`src/rtl/hazard_ctrl_if.sv`:
```
`default_nettype none
// ============================================================================
// Module      : hazard_ctrl_if
// Description : Pipeline-side signals of the hazard controller. The core
//               drives instructions and memory status; the controller drives
//               stalls, bubbles and squashes.
// Revision    : 1.0 - initial release
// ============================================================================
interface hazard_ctrl_if;
    logic [31:0] inst_id;
    logic [31:0] inst_ex;
    logic        pc_sel_ex;
    logic        dmem_req;
    logic        dmem_ack;
    logic        stall_fetch;
    logic        stall_ex;
    logic        stall_mem;
    logic        bubble_ex;
    logic        flush_id;
    logic        pc_redirect_en;
    logic        mem_timeout;
    logic [1:0]  state;

    modport master (
        output inst_id, inst_ex, pc_sel_ex, dmem_req, dmem_ack,
        input  stall_fetch, stall_ex, stall_mem, bubble_ex, flush_id,
               pc_redirect_en, mem_timeout, state
    );

    modport slave (
        input  inst_id, inst_ex, pc_sel_ex, dmem_req, dmem_ack,
        output stall_fetch, stall_ex, stall_mem, bubble_ex, flush_id,
               pc_redirect_en, mem_timeout, state
    );
endinterface
`default_nettype wire

```
`src/rtl/hazard_ctrl.sv`:
```
`default_nettype none
// ============================================================================
// Module      : hazard_ctrl
// Description : Stall/bubble/squash sequencer for the 3-stage core: load-use,
//               EX redirects with a fetch flush window, slow dmem with timeout.
// Revision    : 1.0 - initial release
// ============================================================================
module hazard_ctrl #(
    parameter int FLUSH_CYCLES = 2,
    parameter int WAIT_TIMEOUT = 255
) (
    input  wire logic     clk,
    input  wire logic     rst,
    hazard_ctrl_if.slave  hz
);

    localparam int c_fcnt_w = $clog2(FLUSH_CYCLES) + 1;
    localparam int c_wcnt_w = $clog2(WAIT_TIMEOUT + 1);

    localparam logic [c_fcnt_w-1:0] c_flush_reload = c_fcnt_w'(FLUSH_CYCLES - 1);
    localparam logic [c_fcnt_w-1:0] c_fcnt_one     = c_fcnt_w'(1);
    localparam logic [c_fcnt_w-1:0] c_fcnt_zero    = '0;
    localparam logic [c_wcnt_w-1:0] c_wait_max     = c_wcnt_w'(WAIT_TIMEOUT);
    localparam logic [c_wcnt_w-1:0] c_wcnt_one     = c_wcnt_w'(1);
    localparam logic [c_wcnt_w-1:0] c_wcnt_zero    = '0;
    localparam logic                c_has_window   = (FLUSH_CYCLES > 1);

    localparam logic [6:0] c_op_load   = 7'b0000011;
    localparam logic [6:0] c_op_branch = 7'b1100011;
    localparam logic [6:0] c_op_rtype  = 7'b0110011;
    localparam logic [6:0] c_op_lui    = 7'b0110111;
    localparam logic [6:0] c_op_auipc  = 7'b0010111;
    localparam logic [6:0] c_op_jal    = 7'b1101111;

    typedef enum logic [1:0] {
        S_RUN     = 2'd0,
        S_FLUSH   = 2'd1,
        S_MEMWAIT = 2'd2,
        S_UNUSED  = 2'd3
    } state_t;

    state_t                r_state;
    logic [c_fcnt_w-1:0]   r_flush_cnt;
    logic [c_wcnt_w-1:0]   r_wait_cnt;
    logic                  r_mem_timeout;

    state_t                w_state_nxt;
    logic [c_fcnt_w-1:0]   w_flush_cnt_nxt;
    logic [c_wcnt_w-1:0]   w_wait_cnt_nxt;
    logic                  w_timeout_set;
    logic                  w_stall_all;
    logic                  w_stall_fetch;
    logic                  w_bubble_ex;
    logic                  w_flush_id;
    logic                  w_redirect;

    // ------------------------------------------------------------------
    // Load-use decode
    // ------------------------------------------------------------------
    logic [6:0] w_op_ex;
    logic [4:0] w_rd_ex;
    logic [6:0] w_op_id;
    logic [4:0] w_rs1_id;
    logic [4:0] w_rs2_id;
    logic       w_uses_rs1;
    logic       w_uses_rs2;
    logic       w_load_use;
    logic       w_mem_pending;
    logic       w_unused;

    assign w_op_ex  = hz.inst_ex[6:0];
    assign w_rd_ex  = hz.inst_ex[11:7];
    assign w_op_id  = hz.inst_id[6:0];
    assign w_rs1_id = hz.inst_id[19:15];
    assign w_rs2_id = hz.inst_id[24:20];
    assign w_unused = &{1'b0, hz.inst_ex[31:12], hz.inst_id[31:25], hz.inst_id[14:7]};

    // Store rs2 is forwarded from MEM, so only R-type and branches count here.
    assign w_uses_rs1 = !((w_op_id == c_op_lui) || (w_op_id == c_op_auipc) ||
                          (w_op_id == c_op_jal));
    assign w_uses_rs2 = (w_op_id == c_op_rtype) || (w_op_id == c_op_branch);
    assign w_load_use = (w_op_ex == c_op_load) && (w_rd_ex != 5'd0) &&
                        ((w_uses_rs1 && (w_rs1_id == w_rd_ex)) ||
                         (w_uses_rs2 && (w_rs2_id == w_rd_ex)));

    assign w_mem_pending = hz.dmem_req && !hz.dmem_ack;

    // ------------------------------------------------------------------
    // State register
    // ------------------------------------------------------------------
    always_ff @(posedge clk or negedge rst) begin
        if (!rst) begin
            r_state       <= S_RUN;
            r_flush_cnt   <= c_fcnt_zero;
            r_wait_cnt    <= c_wcnt_zero;
            r_mem_timeout <= 1'b0;
        end else begin
            r_state       <= w_state_nxt;
            r_flush_cnt   <= w_flush_cnt_nxt;
            r_wait_cnt    <= w_wait_cnt_nxt;
            r_mem_timeout <= r_mem_timeout | w_timeout_set;
        end
    end

    // ------------------------------------------------------------------
    // Next state and control outputs
    // ------------------------------------------------------------------
    always_comb begin
        w_state_nxt     = r_state;
        w_flush_cnt_nxt = r_flush_cnt;
        w_wait_cnt_nxt  = r_wait_cnt;
        w_timeout_set   = 1'b0;
        w_stall_all     = 1'b0;
        w_stall_fetch   = 1'b0;
        w_bubble_ex     = 1'b0;
        w_flush_id      = 1'b0;
        w_redirect      = 1'b0;

        case (r_state)
            S_RUN: begin
                if (w_mem_pending) begin
                    w_stall_all    = 1'b1;
                    w_wait_cnt_nxt = c_wcnt_one;
                    w_state_nxt    = S_MEMWAIT;
                end else if (hz.pc_sel_ex) begin
                    w_flush_id  = 1'b1;
                    w_bubble_ex = 1'b1;
                    w_redirect  = 1'b1;
                    if (c_has_window) begin
                        w_flush_cnt_nxt = c_flush_reload;
                        w_state_nxt     = S_FLUSH;
                    end
                end else if (w_load_use) begin
                    w_stall_fetch = 1'b1;
                    w_bubble_ex   = 1'b1;
                end
            end

            S_FLUSH: begin
                // A slow access freezes the remaining flush window until it ends.
                if (w_mem_pending) begin
                    w_stall_all    = 1'b1;
                    w_wait_cnt_nxt = c_wcnt_one;
                    w_state_nxt    = S_MEMWAIT;
                end else begin
                    w_flush_id = 1'b1;
                    if (hz.pc_sel_ex) begin
                        w_bubble_ex     = 1'b1;
                        w_redirect      = 1'b1;
                        w_flush_cnt_nxt = c_flush_reload;
                    end else if (r_flush_cnt <= c_fcnt_one) begin
                        w_flush_cnt_nxt = c_fcnt_zero;
                        w_state_nxt     = S_RUN;
                    end else begin
                        w_flush_cnt_nxt = r_flush_cnt - c_fcnt_one;
                    end
                end
            end

            S_MEMWAIT: begin
                if (hz.dmem_ack || (r_wait_cnt >= c_wait_max)) begin
                    w_timeout_set  = !hz.dmem_ack;
                    w_wait_cnt_nxt = c_wcnt_zero;
                    w_state_nxt    = (r_flush_cnt != c_fcnt_zero) ? S_FLUSH : S_RUN;
                end else begin
                    w_stall_all    = 1'b1;
                    w_wait_cnt_nxt = r_wait_cnt + c_wcnt_one;
                end
            end

            default: begin
                w_state_nxt = S_RUN;
            end
        endcase
    end

    // Outputs are forced low for the whole time reset is held.
    assign hz.stall_fetch    = rst & (w_stall_all | w_stall_fetch);
    assign hz.stall_ex       = rst & w_stall_all;
    assign hz.stall_mem      = rst & w_stall_all;
    assign hz.bubble_ex      = rst & w_bubble_ex;
    assign hz.flush_id       = rst & w_flush_id;
    assign hz.pc_redirect_en = rst & w_redirect;
    assign hz.mem_timeout    = rst & r_mem_timeout;
    assign hz.state          = rst ? r_state : 2'd0;

endmodule
`default_nettype wire

```
`src/flat_wrapper.sv`:
```
// flat-port wrapper written by rule: the top's interface ports become plain ports
module hazard_ctrl_flat 
#(
    parameter int FLUSH_CYCLES = 2,
    parameter int WAIT_TIMEOUT = 255
)
  (clk, rst, hz_inst_id, hz_inst_ex, hz_pc_sel_ex, hz_dmem_req, hz_dmem_ack, hz_stall_fetch, hz_stall_ex, hz_stall_mem, hz_bubble_ex, hz_flush_id, hz_pc_redirect_en, hz_mem_timeout, hz_state);
  hazard_ctrl_if hz_i ();
  input  wire logic clk;
  input  wire logic rst;
  input wire logic [$bits(hz_i.inst_id)-1:0] hz_inst_id;
  input wire logic [$bits(hz_i.inst_ex)-1:0] hz_inst_ex;
  input wire logic [$bits(hz_i.pc_sel_ex)-1:0] hz_pc_sel_ex;
  input wire logic [$bits(hz_i.dmem_req)-1:0] hz_dmem_req;
  input wire logic [$bits(hz_i.dmem_ack)-1:0] hz_dmem_ack;
  output wire logic [$bits(hz_i.stall_fetch)-1:0] hz_stall_fetch;
  output wire logic [$bits(hz_i.stall_ex)-1:0] hz_stall_ex;
  output wire logic [$bits(hz_i.stall_mem)-1:0] hz_stall_mem;
  output wire logic [$bits(hz_i.bubble_ex)-1:0] hz_bubble_ex;
  output wire logic [$bits(hz_i.flush_id)-1:0] hz_flush_id;
  output wire logic [$bits(hz_i.pc_redirect_en)-1:0] hz_pc_redirect_en;
  output wire logic [$bits(hz_i.mem_timeout)-1:0] hz_mem_timeout;
  output wire logic [$bits(hz_i.state)-1:0] hz_state;
  assign hz_i.inst_id = hz_inst_id;
  assign hz_i.inst_ex = hz_inst_ex;
  assign hz_i.pc_sel_ex = hz_pc_sel_ex;
  assign hz_i.dmem_req = hz_dmem_req;
  assign hz_i.dmem_ack = hz_dmem_ack;
  assign hz_stall_fetch = hz_i.stall_fetch;
  assign hz_stall_ex = hz_i.stall_ex;
  assign hz_stall_mem = hz_i.stall_mem;
  assign hz_bubble_ex = hz_i.bubble_ex;
  assign hz_flush_id = hz_i.flush_id;
  assign hz_pc_redirect_en = hz_i.pc_redirect_en;
  assign hz_mem_timeout = hz_i.mem_timeout;
  assign hz_state = hz_i.state;
  hazard_ctrl #(.FLUSH_CYCLES(FLUSH_CYCLES), .WAIT_TIMEOUT(WAIT_TIMEOUT)) u_core (.clk(clk), .rst(rst), .hz(hz_i));
endmodule
```
`config.mk`:
```
export PLATFORM = sky130hd
export DESIGN_NAME = hazard_ctrl_flat
export DESIGN_NICKNAME = d
export VERILOG_FILES = /design/src/rtl/hazard_ctrl_if.sv /design/src/rtl/hazard_ctrl.sv /design/src/flat_wrapper.sv
export SDC_FILE = /design/constraint.sdc
export NUM_CORES = 1
export LEC_CHECK = 0
export CAP_MARGIN = 30
export CORE_ASPECT_RATIO = 0.8
export CORE_MARGIN = 2
export CORE_UTILIZATION = 35
export CTS_BUF_LIST = sky130_fd_sc_hd__clkbuf_2
export CTS_CLUSTER_DIAMETER = 30
export DETAILED_ROUTE_END_ITERATION = 8
export PLACE_DENSITY = 0.87
export SYNTH_ARGS = -nofsm -noshare
export SYNTH_HDL_FRONTEND = slang
export SYNTH_SLANG_ARGS = --single-unit
export TNS_END_PERCENT = 20
```
`constraint.sdc`:
```
create_clock -name clk -period 3.9 [get_ports clk]
set_input_delay 0.78 -clock clk [delete_from_list [all_inputs] [get_ports clk]]
set_output_delay 0.78 -clock clk [all_outputs]
set_load 0.01 [all_outputs]
```
==> impl_metrics.toml, run 1 <==
[global_routing]
grt_usage = 0.191
grt_max_degree = 11
antenna_found_initial = 0
grt_pass1_vias = 942
grt_pass1_wl_um = 4310
grt_overflow = 0

[critical_path]
r2r_slack_ns = 2.12
r2r_start = "u_core.r_wait_cnt[0]$_DFFE_PN0P_"
cp_data_arrival_time_ns = 2.86
reg2regPathDepth = 6
cp_slowest_stage_delay_ns = 0.50
setup.worst_path.end = "hz_bubble_ex"
startpoint = "hz_inst_id[4]"
crit_path_max_fanout = 3
crit_path_cell_trace = "clkdlybuf4s50_1 -> or3b_2 -> a21oi_1 -> nor4_1 -> a31oi_1 -> o21bai_1 -> clkdlybuf4s50_1"
endpoint_kind = "primary output"
start_kind = "primary input"
critPathKind = "in -> out"
worst_r2r_endpoint = "u_core.r_wait_cnt[2]$_DFFE_PN0P_"
cp_common_cell = "clkdlybuf4s50_1"
cp.required_ns = 3.12
cpMaxStageDelayCell = "clkdlybuf4s50_1"

[detailed_routing]
ant_nets = 0
viasPerCell = 5.12
detailedRoute.firstIterationViolations = 93
vias = 968
dr.pass1.iters = 4
detail_route.wl_per_cell_um = 13.6
route.detailed.drc = 0
drt-total-wl_um = 2570

[logic_synthesis]
syn_inst = 106
synth_area_leader_cell = "dfrtp_1"
netlist_top_cells_area = "dfrtp_1 (35%), xor2_1 (5.7%), nand2_1 (4.9%)"
syn_nets = 176
synth_area_per_cell_um2 = 8.71
synth-seq-cells = 13
synth_top_area_share = 0.352
synth.cell_area_um2 = 923
ys.flop_type = "dfrtp_1"
synth_warnings = 0
synth_cell_types = 36
async_reset_ff_frac = 1.00
ys_seq_area_frac = 0.352
synth_edf_count = 0

[power]
peakVddDrop_mv = 0.183
p_leak_nw = 0.605
power-per-cell-area_nw_per_um2 = 271
p_total_uw = 383

[floorplan]
die_h_um = 49.9
die_x_um = 61.4
die_area_um2 = 3070
fp-row-count = 16
io_pins = 78
coreArea_um2 = 2480
start_util = 0.372

[cells_and_area]
diodes = 0
drive_above_1_share = 0.0784
areaGrowthSynthToFinish_pct = 53.0
nets = 224

[timing]
drv_slew = 0
hold_viol = 0
fmax_mhz = 275
finalSetupTns_ns = 0
slew_headroom = 0.728
grt_setup_unrepaired = "false"
finalClockSkew_ns = 0.0154
setup_violations = 0
tightestPinTransition_ns = 0.408
setup_slack_ns = 0.263
min_period_ns = 3.64
post-route-period-util = 0.933

[cts]
cts_tree = "built"
postCtsSetupBuffers = 0
cts_max_path_buffers = 2
cts_max_level = 1
cts_hold_buf = 0
root_buffer = "clkbuf_2"
clk_pin_slew_ns = 0.13
clk_latency_ns = 0.29
post_cts_resize_count = 0
numCtsBuffers = 3
cts.sinks = 13

[run]
maxCapViolations = 0

[placement]
io_buffers = 42
gp_congestion = 0.836
pre_cts_ws_ns = 0.260
post-dp-hpwl_um = 2230

[worst_hold_path]
holdCritPathClass = "reg -> reg"

[status]
status = "completed"
==> layer usage <==
layer	GRT usage	routed length, um	vias to the layer above
met5	0	0	-
met4	0.0603	36	0
met3	0.0499	83	5
met2	0.310	1360	19
met1	0.245	1090	456
li1	-	-	488
==> metrics by stage <==
stage               std cells  instance area, um^2  hold slack (ns)   util
floorplan                 106                  923            0.434      -
global placement          185                 1390            0.448  0.561
detailed placement        185                 1390            0.460  0.561
CTS                       189                 1410            0.489  0.569
global route              189                 1410            0.496  0.569
finish                    189                 1410            0.490  0.569
==> cell usage after synthesis (2+ instances only) <==
cell	instances
dfrtp_1	13
nand2_1	12
o21ai_0	8
nor2_1	7
xor2_1	6
and2_1	5
and3_1	5
xnor2_1	5
a21oi_1	4
a31oi_1	3
o21ai_1	3
a21o_1	2
inv_1	2
nand2b_1	2
nand3_1	2
nand4_1	2
nor4_1	2
nor4b_1	2
o22a_1	2
o31ai_1	2
or3b_2	2
==> flip-flops by register name, indices dropped and copies added (netlist names) <==
name / flops
u_core.r_state: 2
u_core.r_mem_timeout: 1
u_core.r_flush_cnt: 2
u_core.r_wait_cnt: 8
==> cells in the final DEF (no fill, tap or decap), types with 3 or more instances in the layout <==
cell type | synthesis | final
clkdlybuf4s50_1 | 0 | 42
dfrtp_1 | 13 | 13
nand2_1 | 12 | 12
o21ai_0 | 8 | 8
nor2_1 | 7 | 7
xor2_1 | 6 | 6
and2_1 | 5 | 5
and3_1 | 5 | 5
xnor2_1 | 5 | 5
a21oi_1 | 4 | 4
clkbuf_2 | 0 | 4
a31oi_1 | 3 | 3
o21ai_1 | 3 | 3
buf_4 | 1 | 3
==> critical path, delay by kind of cell <==
family,cells,cell delay (ns)
AND/OR/NAND/NOR,2,0.53
buffers and inverters,2,1.00
AO/OA/AOI/OAI,3,0.55
==> where the power goes <==
| group | switching [mW] | internal [mW] | total (mW) |
|---|---|---|---|
| sequential | 0.0189 | 0.150 | 0.169 |
| combinational | 0.0587 | 0.0836 | 0.142 |
| clock | 0.0444 | 0.0272 | 0.0716 |
==> worst min path at each step <==
| stage | start | endpoint | slack, ns | cells past startpoint |
|---|---|---|---|---|
| finish | u_core.r_mem_timeout$_DFF_PN0_ | u_core.r_mem_timeout$_DFF_PN0_ | 0.49 | 1 |
| global route | u_core.r_mem_timeout$_DFF_PN0_ | u_core.r_mem_timeout$_DFF_PN0_ | 0.50 | 1 |
| CTS | u_core.r_mem_timeout$_DFF_PN0_ | u_core.r_mem_timeout$_DFF_PN0_ | 0.49 | 1 |
| detailed placement | u_core.r_mem_timeout$_DFF_PN0_ | u_core.r_mem_timeout$_DFF_PN0_ | 0.46 | 1 |
| global placement | u_core.r_mem_timeout$_DFF_PN0_ | u_core.r_mem_timeout$_DFF_PN0_ | 0.45 | 1 |
| floorplan | u_core.r_mem_timeout$_DFF_PN0_ | u_core.r_mem_timeout$_DFF_PN0_ | 0.43 | 1 |
==> cell type report <==
class	count	area (um^2)
Multi-Input combinational cell	89	572
Clock buffer	4	20.0
Tap cell	36	45.0
Timing Repair Buffer	45	443
Inverter	2	7.51
Sequential cell	13	325
Fill cell	236	1070
==> cells by family (layout without fill, tap and decap cells) <==
| logic type | Yosys count | count (layout) | synth area share |
|---|---|---|---|
| xor gates and xnor gates | 11 | 11 | 0.104 |
| DFF | 13 | 13 | 0.352 |
| and+or+nand+nor | 46 | 46 | 0.282 |
| AOI/OAI and AO/OA | 31 | 31 | 0.220 |
| buffers and inverters | 4 | 51 | 0.0285 |
| adders and majority gates | 1 | 1 | 0.0135 |
No activity file was read; power rests on OpenSTA's default activity.
==> inputs of run 2 (changes only) <==
--- a/config.mk
+++ b/config.mk
@@ -8,11 +8,11 @@
 export CAP_MARGIN = 30
 export CORE_ASPECT_RATIO = 0.8
 export CORE_MARGIN = 2
-export CORE_UTILIZATION = 35
+export CORE_UTILIZATION = 40
 export CTS_BUF_LIST = sky130_fd_sc_hd__clkbuf_2
 export CTS_CLUSTER_DIAMETER = 30
 export DETAILED_ROUTE_END_ITERATION = 8
-export PLACE_DENSITY = 0.87
+export DONT_BUFFER_PORTS = 1
 export SYNTH_ARGS = -nofsm -noshare
 export SYNTH_HDL_FRONTEND = slang
 export SYNTH_SLANG_ARGS = --single-unit
==> run 2 against run 1 <==
Utilization fell by 13 points. Wire length fell by 26%. Combinational power fell by 42%. Non-clock buffer count fell by 45. Worst hold slack got worse by 0.31 ns. Fmax rose by 33%. Final cell count fell by 30%. Global-route usage fell by 5.0 points. Power fell by 16%. Clock power barely moved. Via count fell by 16%. Critical path depth fell by 2. Critical endpoint is now hz_stall_fetch. Largest cell class unchanged.
==> impl_metrics.toml, run 2 (synthesis gave the netlist of run 1 again) <==
[global_routing]
grt_max_degree = 21
grt_overflow = 0
grt_usage = 0.141
grt_pass1_vias = 666
antenna_found_initial = 0
grt_pass1_wl_um = 2800

[placement]
placed_cells = 129
post-dp-hpwl_um = 1480
pre_cts_ws_ns = 1.16
placed_cell_area_um2 = 936
io_buffers = 0
gp_congestion = 0.794

[floorplan]
die_x_um = 57.7
coreArea_um2 = 2180
die_h_um = 47.0
io_pins = 78
fp-row-count = 15
die_area_um2 = 2710
start_util = 0.424

[critical_path]
cpMaxStageDelayCell = "a21oi_1"
critPathKind = "in -> out"
cp.required_ns = 3.12
start_kind = "primary input"
startpoint = "hz_dmem_ack"
path_buf_inv = 1
crit_path_max_fanout = 7
crit_path_cell_trace = "inv_1 -> a21oi_1 -> and4_1 -> o21ai_0 -> o31ai_1"
endpoint_kind = "primary output"
cp_top_family = "compound AO/OA/AOI/OAI gates"
r2r_start = "u_core.r_wait_cnt[0]$_DFFE_PN0P_"
cp_slowest_stage_delay_ns = 0.41
cp_data_arrival_time_ns = 1.95

[cells_and_area]
largest_register_ffs = 8
diodes = 0
reg_top3 = "u_core.r_wait_cnt (8), u_core.r_flush_cnt (2), u_core.r_state (2)"
nFillCells = 223
instances_no_fill = 133
final_util = 0.439
fin_area_um2 = 956
top_register = "u_core.r_wait_cnt"
drive_above_1_share = 0.0833
final_cell_mix = "dfrtp_1 (13), nand2_1 (12), o21ai_0 (8), nor2_1 (7), xor2_1 (6)"
areaGrowthSynthToFinish_pct = 3.52
nets = 179
layout.cells.most_common = "dfrtp_1"

[detailed_routing]
drt-total-wl_um = 1900
detail_route.wl_per_cell_um = 14.3
dr.pass1.iters = 4
viasPerCell = 6.12
route.detailed.drc = 0
vias = 814
ant_nets = 0
detailedRoute.firstIterationViolations = 20

[cts]
cts_max_level = 1
cts_tree = "built"
root_buffer = "clkbuf_2"
cts.sinks = 13
clk_latency_ns = 0.27
cts_max_path_buffers = 2
numCtsBuffers = 3
clk_pin_slew_ns = 0.13
postCtsSetupBuffers = 0
cts_hold_buf = 0
post_cts_resize_count = 0

[power]
peakVddDrop_mv = 0.161
p_leak_nw = 0.430
power-per-cell-area_nw_per_um2 = 336

[timing]
setup_violations = 0
finalSetupTns_ns = 0
fmax_mhz = 366
tightestPinTransition_ns = 0.497
hold_viol = 0
slew_headroom = 0.669
min_period_ns = 2.73
grt_setup_unrepaired = "false"
post-route-period-util = 0.700
setup_slack_ns = 1.17
drv_slew = 0
finalClockSkew_ns = 0.00753

[worst_hold_path]
holdCritPathClass = "in -> async"

[run]
maxCapViolations = 0

[status]
status = "completed"
## run 2: cell count changes in the layout (fill, tap and decap cells not counted)
| cell | before | now |
|---|---|---|
| clkdlybuf4s50_1 | 42 | 0 |
| buf_4 | 3 | 0 |
## run 2: routing by layer
layer / track usage / vias up / share of wire
met5: 0 / - / 0
met4: 0.0698 / 0 / 0.014
li1: - / 398 / -
met3: 0.0523 / 4 / 0.083
met1: 0.188 / 374 / 0.46
met2: 0.205 / 38 / 0.44
## run 2: stage by stage
step | power (mW) | hold WS (ns)
floorplan | 0.243 | 0.434
global placement | 0.250 | 0.449
detailed placement | 0.253 | 0.457
CTS | 0.328 | 0.155
global route | 0.348 | 0.129
finish | 0.321 | 0.175
## run 2: area by class of cell
| class | count | area (um^2) | area share |
|---|---|---|---|
| well taps | 25 | 31.3 | 0.0327 |
| inverters | 2 | 7.51 | 0.00785 |
| multi-input cells | 89 | 572 | 0.598 |
| clock buffers | 4 | 20.0 | 0.0209 |
| flip-flops and latches | 13 | 325 | 0.340 |
## run 2: report_power, final
part / internal (mW) / switching [mW]
combinational: 0.0413 / 0.0404
sequential: 0.150 / 0.0180
clock: 0.0272 / 0.0443
## run 2: path summary, 6_finish.rpt
kind	endpoint	slack, ns	depth (start not counted)
setup / recovery	hz_stall_fetch	1.17	5
hold / removal	u_core.r_wait_cnt[5]$_DFFE_PN0P_	0.17	0
setup reg to reg	u_core.r_wait_cnt[2]$_DFFE_PN0P_	2.08	6
hold reg to reg	u_core.r_mem_timeout$_DFF_PN0_	0.48	1
max in group asynchronous	u_core.r_wait_cnt[2]$_DFFE_PN0P_	3.65	0
min in group clk	u_core.r_mem_timeout$_DFF_PN0_	0.48	1
==> inputs of run 3 (changes only) <==
==> constraint.sdc (replaced) <==
create_clock -name clk -period 2.7 [get_ports clk]
set_input_delay 0.54 -clock clk [delete_from_list [all_inputs] [get_ports clk]]
set_output_delay 0.54 -clock clk [all_outputs]
set_load 0.01 [all_outputs]
==> run 3 against run 2 <==
Global-route usage grew 0.69 points. Via count is the same. Wire length grew 5.0%. Utilization grew 0.80 points. Power grew 47%. Combinational power grew 54%. Critical endpoint is now hz_stall_mem. Sequential cell count is the same. Worst hold slack gained 0.21 ns. Register-to-register slack lost 1.2 ns.
==> impl_metrics.toml, run 3 (synthesis gave the netlist of run 1 again) <==
[status]
status = "completed"

[detailed_routing]
ant_nets = 0
detailedRoute.firstIterationViolations = 25
dr.pass1.iters = 4
vias = 814
drt-total-wl_um = 1990
route.detailed.drc = 0
detail_route.wl_per_cell_um = 14.8
viasPerCell = 6.03

[global_routing]
grt_max_degree = 14
antenna_found_initial = 0
grt_overflow = 0
grt_pass1_wl_um = 2940
grt_pass1_vias = 708
grt_usage = 0.148

[cells_and_area]
reg_top3 = "u_core.r_wait_cnt (8), u_core.r_flush_cnt (2), u_core.r_state (2)"
nets = 181
largest_register_ffs = 8
instances_no_fill = 135
areaGrowthSynthToFinish_pct = 5.42
final_util = 0.447
top_register = "u_core.r_wait_cnt"
final_cell_mix = "dfrtp_1 (13), nand2_1 (12), o21ai_0 (8), nor2_1 (7), xor2_1 (6)"
diodes = 0
layout.cells.most_common = "dfrtp_1"
drive_above_1_share = 0.0909
nFillCells = 233

[floorplan]
start_util = 0.424
die_x_um = 57.7
die_h_um = 47.0
coreArea_um2 = 2180
die_area_um2 = 2710
fp-row-count = 15
io_pins = 78

[timing]
finalClockSkew_ns = 0.00515
post-route-period-util = 0.884
holdWs_ns = 0.382
min_period_ns = 2.39
tightestPinTransition_ns = 0.620
setup_violations = 0
fmax_mhz = 419
slew_headroom = 0.585
finalSetupTns_ns = 0
hold_viol = 0
drv_slew = 0
grt_setup_unrepaired = "false"

[cts]
clk_pin_slew_ns = 0.13
cts_max_path_buffers = 2
cts_tree = "built"
clk_latency_ns = 0.27
root_buffer = "clkbuf_2"
cts_max_level = 1
post_cts_resize_count = 0
postCtsSetupBuffers = 0
numCtsBuffers = 3
cts.sinks = 13

[placement]
placed_cells = 130
post-dp-hpwl_um = 1550
io_buffers = 0
gp_congestion = 0.779

[critical_path]
reg2regPathDepth = 6
r2r_slack_ns = 0.87
critPathKind = "reg -> out"
worst_r2r_endpoint = "u_core.r_wait_cnt[2]$_DFFE_PN0P_"
cp_data_arrival_time_ns = 1.85
cp.required_ns = 2.16
start_kind = "flop"
startpoint = "u_core.r_state[0]$_DFFE_PN0P_"
endpoint_kind = "primary output"
crit_path_max_fanout = 9
r2r_start = "u_core.r_wait_cnt[0]$_DFFE_PN0P_"
setup.worst_path.end = "hz_stall_mem"

[power]
peakVddDrop_mv = 0.342
power-per-cell-area_nw_per_um2 = 487
p_leak_nw = 0.439

[run]
maxCapViolations = 0

[worst_hold_path]
holdCritPathClass = "in -> reg"
[run 3: changes by cell type in the layout (fill, tap and decap cells not counted), sizes merged]
| cell | change |
|---|---|
| dlygate4sd3 | +1 |
| buf | +1 |
[run 3: what timing repair did]
item | in CTS | in global routing
setup endpoints to repair | 0 | 0
hold endpoints to repair | 13 | 0
hold buffers | 1 | 0
[run 3: critical path: stages (launching register included)]
cell     delay (ns)
dfrtp_1        0.49
or3b_4         0.46
a41o_2         0.30
nand2_1        0.10
nand2_1        0.07
inv_1          0.15
[run 3: worst min-delay path by stage]
stage / startpoint / to / slack, ns / depth (start not counted)
5_1_grt: hz_pc_sel_ex / u_core.r_flush_cnt[0]$_DFFE_PN0P_ / 0.36 / 1
3_5_place_dp: rst / u_core.r_wait_cnt[7]$_DFFE_PN0P_ / 0.24 / 0
2_1_floorplan: rst / u_core.r_flush_cnt[0]$_DFFE_PN0P_ / 0.24 / 0
3_3_place_gp: rst / u_core.r_wait_cnt[7]$_DFFE_PN0P_ / 0.24 / 0
6_report: hz_pc_sel_ex / u_core.r_flush_cnt[0]$_DFFE_PN0P_ / 0.38 / 1
4_1_cts: hz_pc_sel_ex / u_core.r_flush_cnt[0]$_DFFE_PN0P_ / 0.38 / 1
[run 3: cell type report]
cell class / count / area (um^2) / area share
Multi-Input combinational cell: 89 / 572 / 0.587
Sequential cell: 13 / 325 / 0.334
Tap cell: 25 / 31.3 / 0.0321
Clock buffer: 4 / 20.0 / 0.0206
Timing Repair Buffer: 2 / 17.5 / 0.0180
Inverter: 2 / 7.51 / 0.00771
[run 3: report_power, final]
| group | switching [mW] | internal [mW] |
|---|---|---|
| sequential | 0.0270 | 0.217 |
| clock | 0.0651 | 0.0393 |
| combinational | 0.0625 | 0.0633 |
| total | 0.155 | 0.319 |
[run 3: stage by stage]
step                      power [mW]  worst slack (ns)  cell area (um^2)
after global placement         0.364             0.554               943
after floorplan                0.351             0.599               923
after CTS                      0.478             0.306               973
final                          0.474             0.314               973
after detailed placement       0.369             0.545               943
after global routing           0.510             0.173               973
[run 3: routing by layer]
| layer | track usage | wire (um) | vias to the layer above |
|---|---|---|---|
| met1 | 0.185 | 943 | 376 |
| met4 | 0.0558 | 21 | 0 |
| met3 | 0.0606 | 159 | 2 |
| li1 | - | - | 399 |
| met2 | 0.234 | 869 | 37 |
| met5 | 0 | 0 | - |
